<file path="config.mk">
export PLATFORM = sky130hd
export DESIGN_NAME = color_seq_gen
export DESIGN_NICKNAME = d
export VERILOG_FILES = /design/src/rtl/game_pkg.sv /design/src/rtl/galois_lfsr.sv /design/src/rtl/color_seq_gen.sv
export SDC_FILE = /design/constraint.sdc
export NUM_CORES = 1
export LEC_CHECK = 0
export BUFFER_PORTS_ARGS = -buffer_cell sky130_fd_sc_hd__buf_2
export CAP_MARGIN = 20
export CORE_MARGIN = 4
export CORE_UTILIZATION = 62
export CTS_BUF_LIST = sky130_fd_sc_hd__clkbuf_4 sky130_fd_sc_hd__clkbuf_8
export DETAILED_ROUTE_END_ITERATION = 6
export PLACE_DENSITY = 0.87
export SLEW_MARGIN = 20
export SYNTH_ARGS = -nofsm -noshare
export SYNTH_HDL_FRONTEND = slang
export SYNTH_SLANG_ARGS = --single-unit
</file>
<file path="constraint.sdc">
create_clock -name clk -period 5.1 [get_ports clk]
set_input_delay 0.255 -clock clk [delete_from_list [all_inputs] [get_ports clk]]
set_output_delay 0.255 -clock clk [all_outputs]
set_load 0.02 [all_outputs]
</file>
<file path="src/rtl/game_pkg.sv">
// rtl/game_pkg.sv - shared colour, state and LFSR constants for the game datapath
package game_pkg;

    localparam logic [1:0] COL_RED    = 2'b00;
    localparam logic [1:0] COL_BLUE   = 2'b01;
    localparam logic [1:0] COL_YELLOW = 2'b10;
    localparam logic [1:0] COL_GREEN  = 2'b11;

    typedef enum logic [0:0] {
        IDLE = 1'b0,
        PLAY = 1'b1
    } state_e;

    // Right-shifting Galois masks with maximal period for each width
    localparam logic [7:0]  TAPS_8   = 8'hB8;
    localparam logic [7:0]  SEED_8   = 8'h01;
    localparam logic [15:0] TAPS_16  = 16'hB400;
    localparam logic [15:0] SEED_16  = 16'h0001;
    localparam logic [31:0] TAPS_32  = 32'h8020_0003;
    localparam logic [31:0] SEED_32  = 32'h0000_0001;

endpackage

</file>
<file path="src/rtl/galois_lfsr.sv">
// rtl/galois_lfsr.sv - free-running right-shift Galois LFSR with reseed and zero-lockup guard
module galois_lfsr #(
    parameter int                LFSR_W   = 16,
    parameter logic [LFSR_W-1:0] TAPS     = 16'hB400,
    parameter logic [LFSR_W-1:0] SEED_RST = 16'h0001
) (
    input  logic              clk,
    input  logic              reset,
    input  logic              load,
    input  logic [LFSR_W-1:0] seed,
    output logic [LFSR_W-1:0] state
);

    logic [LFSR_W-1:0] r_lfsr;
    logic [LFSR_W-1:0] w_next;
    logic [LFSR_W-1:0] w_seed_safe;

    assign w_next      = r_lfsr[0] ? ((r_lfsr >> 1) ^ TAPS) : (r_lfsr >> 1);
    assign w_seed_safe = (seed == '0) ? LFSR_W'(1) : seed;

    // An all-zero register would never leave zero, so it is kicked back to 1
    always_ff @(posedge clk or posedge reset) begin
        if (reset) begin
            r_lfsr <= SEED_RST;
        end else if (load) begin
            r_lfsr <= w_seed_safe;
        end else if (r_lfsr == '0) begin
            r_lfsr <= LFSR_W'(1);
        end else begin
            r_lfsr <= w_next;
        end
    end

    assign state = r_lfsr;

endmodule

</file>
<file path="src/rtl/color_seq_gen.sv">
// rtl/color_seq_gen.sv - builds a random colour sequence and replays it over a valid/ready stream
module color_seq_gen
    import game_pkg::*;
#(
    parameter int                LFSR_W   = 16,
    parameter logic [LFSR_W-1:0] TAPS     = 16'hB400,
    parameter logic [LFSR_W-1:0] SEED_RST = 16'h0001,
    parameter int                SYM_W    = 2,
    parameter int                MAX_LEN  = 16,
    parameter int                LEN_W    = $clog2(MAX_LEN + 1)
) (
    input  logic              clk,
    input  logic              reset,
    input  logic              seed_load,
    input  logic [LFSR_W-1:0] seed,
    input  logic              clear,
    input  logic              append,
    input  logic              replay,
    output logic              sym_valid,
    input  logic              sym_ready,
    output logic [SYM_W-1:0]  sym_out,
    output logic              sym_last,
    output logic              done,
    output logic              overflow,
    output logic              busy,
    output logic [LEN_W-1:0]  seq_len,
    output logic [LFSR_W-1:0] lfsr_state
);

    localparam int               ADDR_W   = (MAX_LEN > 1) ? $clog2(MAX_LEN) : 1;
    localparam logic [0:0]       ST_IDLE  = IDLE;
    localparam logic [0:0]       ST_PLAY  = PLAY;
    localparam logic [LEN_W-1:0] FULL_LEN = LEN_W'(MAX_LEN);

    logic [0:0]       r_state;
    logic [LEN_W-1:0] r_seq_len;
    logic [LEN_W-1:0] r_index;
    logic             r_done;
    logic             r_overflow;
    logic [SYM_W-1:0] r_mem [2**ADDR_W];

    logic [LFSR_W-1:0] w_lfsr;
    logic              w_play;
    logic              w_full;
    logic              w_empty;
    logic              w_last;
    logic              w_write;

    galois_lfsr #(
        .LFSR_W   (LFSR_W),
        .TAPS     (TAPS),
        .SEED_RST (SEED_RST)
    ) u_lfsr (
        .clk   (clk),
        .reset (reset),
        .load  (seed_load),
        .seed  (seed),
        .state (w_lfsr)
    );

    assign w_play  = (r_state == ST_PLAY);
    assign w_full  = (r_seq_len == FULL_LEN);
    assign w_empty = (r_seq_len == '0);
    assign w_last  = w_play && (r_index == r_seq_len - LEN_W'(1));
    assign w_write = !w_play && !clear && append && !w_full;

    // Symbol storage carries no reset; seq_len alone decides what is valid
    always_ff @(posedge clk) begin
        if (w_write) begin
            r_mem[r_seq_len[ADDR_W-1:0]] <= w_lfsr[SYM_W-1:0];
        end
    end

    always_ff @(posedge clk or posedge reset) begin
        if (reset) begin
            r_state    <= ST_IDLE;
            r_seq_len  <= '0;
            r_index    <= '0;
            r_done     <= 1'b0;
            r_overflow <= 1'b0;
        end else begin
            r_done     <= 1'b0;
            r_overflow <= 1'b0;
            if (!w_play) begin
                if (clear) begin
                    r_seq_len <= '0;
                end else if (append) begin
                    if (w_full) begin
                        r_overflow <= 1'b1;
                    end else begin
                        r_seq_len <= r_seq_len + LEN_W'(1);
                    end
                end else if (replay) begin
                    if (w_empty) begin
                        r_done <= 1'b1;
                    end else begin
                        r_index <= '0;
                        r_state <= ST_PLAY;
                    end
                end
            end else if (sym_ready) begin
                r_index <= r_index + LEN_W'(1);
                if (w_last) begin
                    r_state <= ST_IDLE;
                    r_done  <= 1'b1;
                end
            end
        end
    end

    assign sym_valid  = w_play;
    assign busy       = w_play;
    assign sym_last   = w_last;
    assign sym_out    = w_play ? r_mem[r_index[ADDR_W-1:0]] : '0;
    assign done       = r_done;
    assign overflow   = r_overflow;
    assign seq_len    = r_seq_len;
    assign lfsr_state = w_lfsr;

endmodule

</file>
==> flow_summary.toml <==
[floorplanning]
die_area_mm2 = 0.00579
num_io_pins = 51
rows = 24
die_y_um = 76.1
fp.dieW_um = 76.1
initial_core_util_pct = 65.1
core_area_mm2 = 0.00441

[timing]
min_period_ns = 2.53
worstMarginPinSlew_ns = 0.651
finalSetupViolCount = 0
clock_skew_ns = 0.00594
period_share_pct = 49.5
hold_viol = 0
max_freq_mhz = 396
worst_slack_ns = 2.57
slew_violations = 0
rsz0062_at_grt = "no"
relSlewSlack_pct = 56.6
timing.setup.tns_ns = 0

[setup_path]
path_buf_inv = 2
cp_slowest_cell = "dfrtp_1"
arrival_ns = 2.27
crit_family = "flip-flops"
critical_path.max_fanout = 10
path_cells = "inv_1 -> ha_1 -> xnor2_1 -> a21o_1 -> o21ai_0 -> and3_1 -> buf_2"
required_ns = 4.85
cp_slowest_stage_delay_ns = 0.53
path_class = "flop to primary output"
start_kind = "flop"
end_kind = "primary output"

[global_routing]
grt_remaining_overflow = 0
grt_usage_pct = 21.6
use_met2_pct = 35.6
grt_pass1_vias = 1960
grtUsageMet1_pct = 28.1
grt_pass1_wl_mm = 9.70
antenna_found_initial = 0
grt_max_degree = 30
grtUsageMet3_pct = 4.96
top_usage_layer = "met2"

[finish]
seqCellArea_mm2 = 0.00169
layout-drive-gt1-share_pct = 34.9
instances_no_fill = 327
fillers = 295
final_core_util_pct = 74.8
multiInputGateArea_mm2 = 0.00110
fin_nets = 299
antenna_cells = 0
syn_to_final_growth_pct = 14.9

[synth]
ys_warn_count = 0
synth-edff-count = 32
async_reset_ff_share_pct = 47.5
synth_cells = 221
ys_seq_area_share_pct = 58.8
netlist_top_cells_count = "edfxtp_1, dfrtp_1, nor2_1"
synth_top_cell_by_area = "edfxtp_1"
synth-main-ff-cell = "edfxtp_1"
synth_cell_types = 44
synth.most_common_cell = "edfxtp_1"
synth_seq_cells = 61
syn_avg_cell_area_um2 = 13.0
syn_area_mm2 = 0.00287
netlist_top_cells_area = "edfxtp_1, dfrtp_1, mux4_2, mux2_2, nor2_1"
synth_top_area_share_pct = 33.4
synth_nets = 250

[clock_network]
htree_levels = 3
clock_latency_ns = 0.33
cts_buffers = 9
hold_buffers = 0
cts_tree = "done"
clk_pin_slew_ns = 0.06
cts-root-buf = "clkbuf_8"
clkSinkCount = 61
cts_resized = 0
cts.path.max_buffers = 2
post_cts_buffers = 0

[power]
p_per_area_mw_per_mm2 = 477
p_leak_nw = 1.35
vdd_ir_drop_max_mv = 0.244

[detailed_routing]
wl_per_cell_um = 17.6
first_iter_violations = 78
vias = 1897
antenna_left = 0
drt-total-wl_mm = 5.75
vias_per_cell = 5.80
route.detailed.drc = 0
first_pass_iters = 6

[place]
place.gp.congestion = 0.809
preCtsSetupSlack_ns = 2.94
dp_hpwl_mm = 4.09
dpl.cell_count = 311
io_buffers = 50

[status]
status = "finished clean"

[run]
maxCapViolCount = 0

[hold_path]
hold_class = "input pin to async pin"
==> final timing paths <==
check                           startpoint          endpoint  slack (ns)  cells after the start
setup / recovery                seq_len[0]          sym_last        2.57                      7
hold / removal                       reset        seq_len[2]      0.0007                      2
setup reg to reg                seq_len[0]              busy        3.11                      6
hold reg to reg            u_lfsr.state[7]   u_lfsr.state[6]        0.53                      1
max in group asynchronous            reset   u_lfsr.state[1]        4.69                      2
min in group clk                  seed[10]  u_lfsr.state[10]        0.16                      3
==> final cells by class <==
cell class | instances | area share, %
Sequential cell | 61 | 51.1
Multi-Input combinational cell | 143 | 33.4
Timing Repair Buffer | 50 | 7.58
Clock buffer | 14 | 5.08
Tap cell | 52 | 1.97
Inverter | 5 | 0.568
Clock inverter | 2 | 0.303
==> report_power, final <==
group	switching (mW)	total (mW)	internal [mW]
registers	0.135	0.709	0.574
logic	0.248	0.483	0.235
clock network	0.174	0.384	0.210
==> cell usage in the layout (no fill, tap or decap), types with 2 or more instances in the layout <==
| cell type | instances |
|---|---|
| ha_1 | 6 |
| xnor2_1 | 8 |
| inv_1 | 3 |
| nor2_1 | 24 |
| mux2i_1 | 5 |
| a21oi_1 | 4 |
| inv_2 | 2 |
| clkbuf_4 | 4 |
| clkinv_2 | 2 |
| and4b_1 | 2 |
| nand2b_1 | 3 |
| mux2_2 | 12 |
| xor2_1 | 4 |
| nor3_1 | 3 |
| clkbuf_8 | 10 |
| nand2_1 | 22 |
| nor4_1 | 6 |
| o22ai_1 | 2 |
| edfxtp_1 | 32 |
| buf_2 | 50 |
| o21ai_0 | 10 |
| and2_1 | 2 |
| mux4_2 | 8 |
| dfrtp_1 | 28 |
| nand4_1 | 4 |
==> sequential cells by signal, summed over array words and instances, names as in the netlist <==
signal and count:
busy 1, done 1, overflow 1, r_index 5
r_mem 32, seq_len 5, u_lfsr.state 16
==> metal layers <==
layer,wire [um],part of all wire [%]
met4,72,1.3
met1,2450,43
met5,0,0
met2,2950,51
met3,285,5.0
==> through the flow <==
step	hold slack (ns)	cell area (um^2)	power, mW
after floorplan	0.332	2870	1.08
after global placement	0.479	3120	1.18
after detailed placement	0.488	3120	1.20
after CTS	0.145	3300	1.58
after global routing	0.0498	3300	1.67
final	0.000694	3300	1.58
==> logic make-up (layout without fill, tap and decap cells) <==
family | after synthesis | in the layout | share of synthesized area, %
AOI/OAI and AO/OA | 25 | 25 | 6.01
muxes | 25 | 25 | 12.7
and+or+nand+nor | 75 | 75 | 13.4
buffers and inverters | 17 | 71 | 2.87
DFF | 61 | 61 | 58.8
xor gates and xnor gates | 12 | 12 | 3.66
adders and majority gates | 6 | 6 | 2.61
No activity file was read; power rests on OpenSTA's default activity.
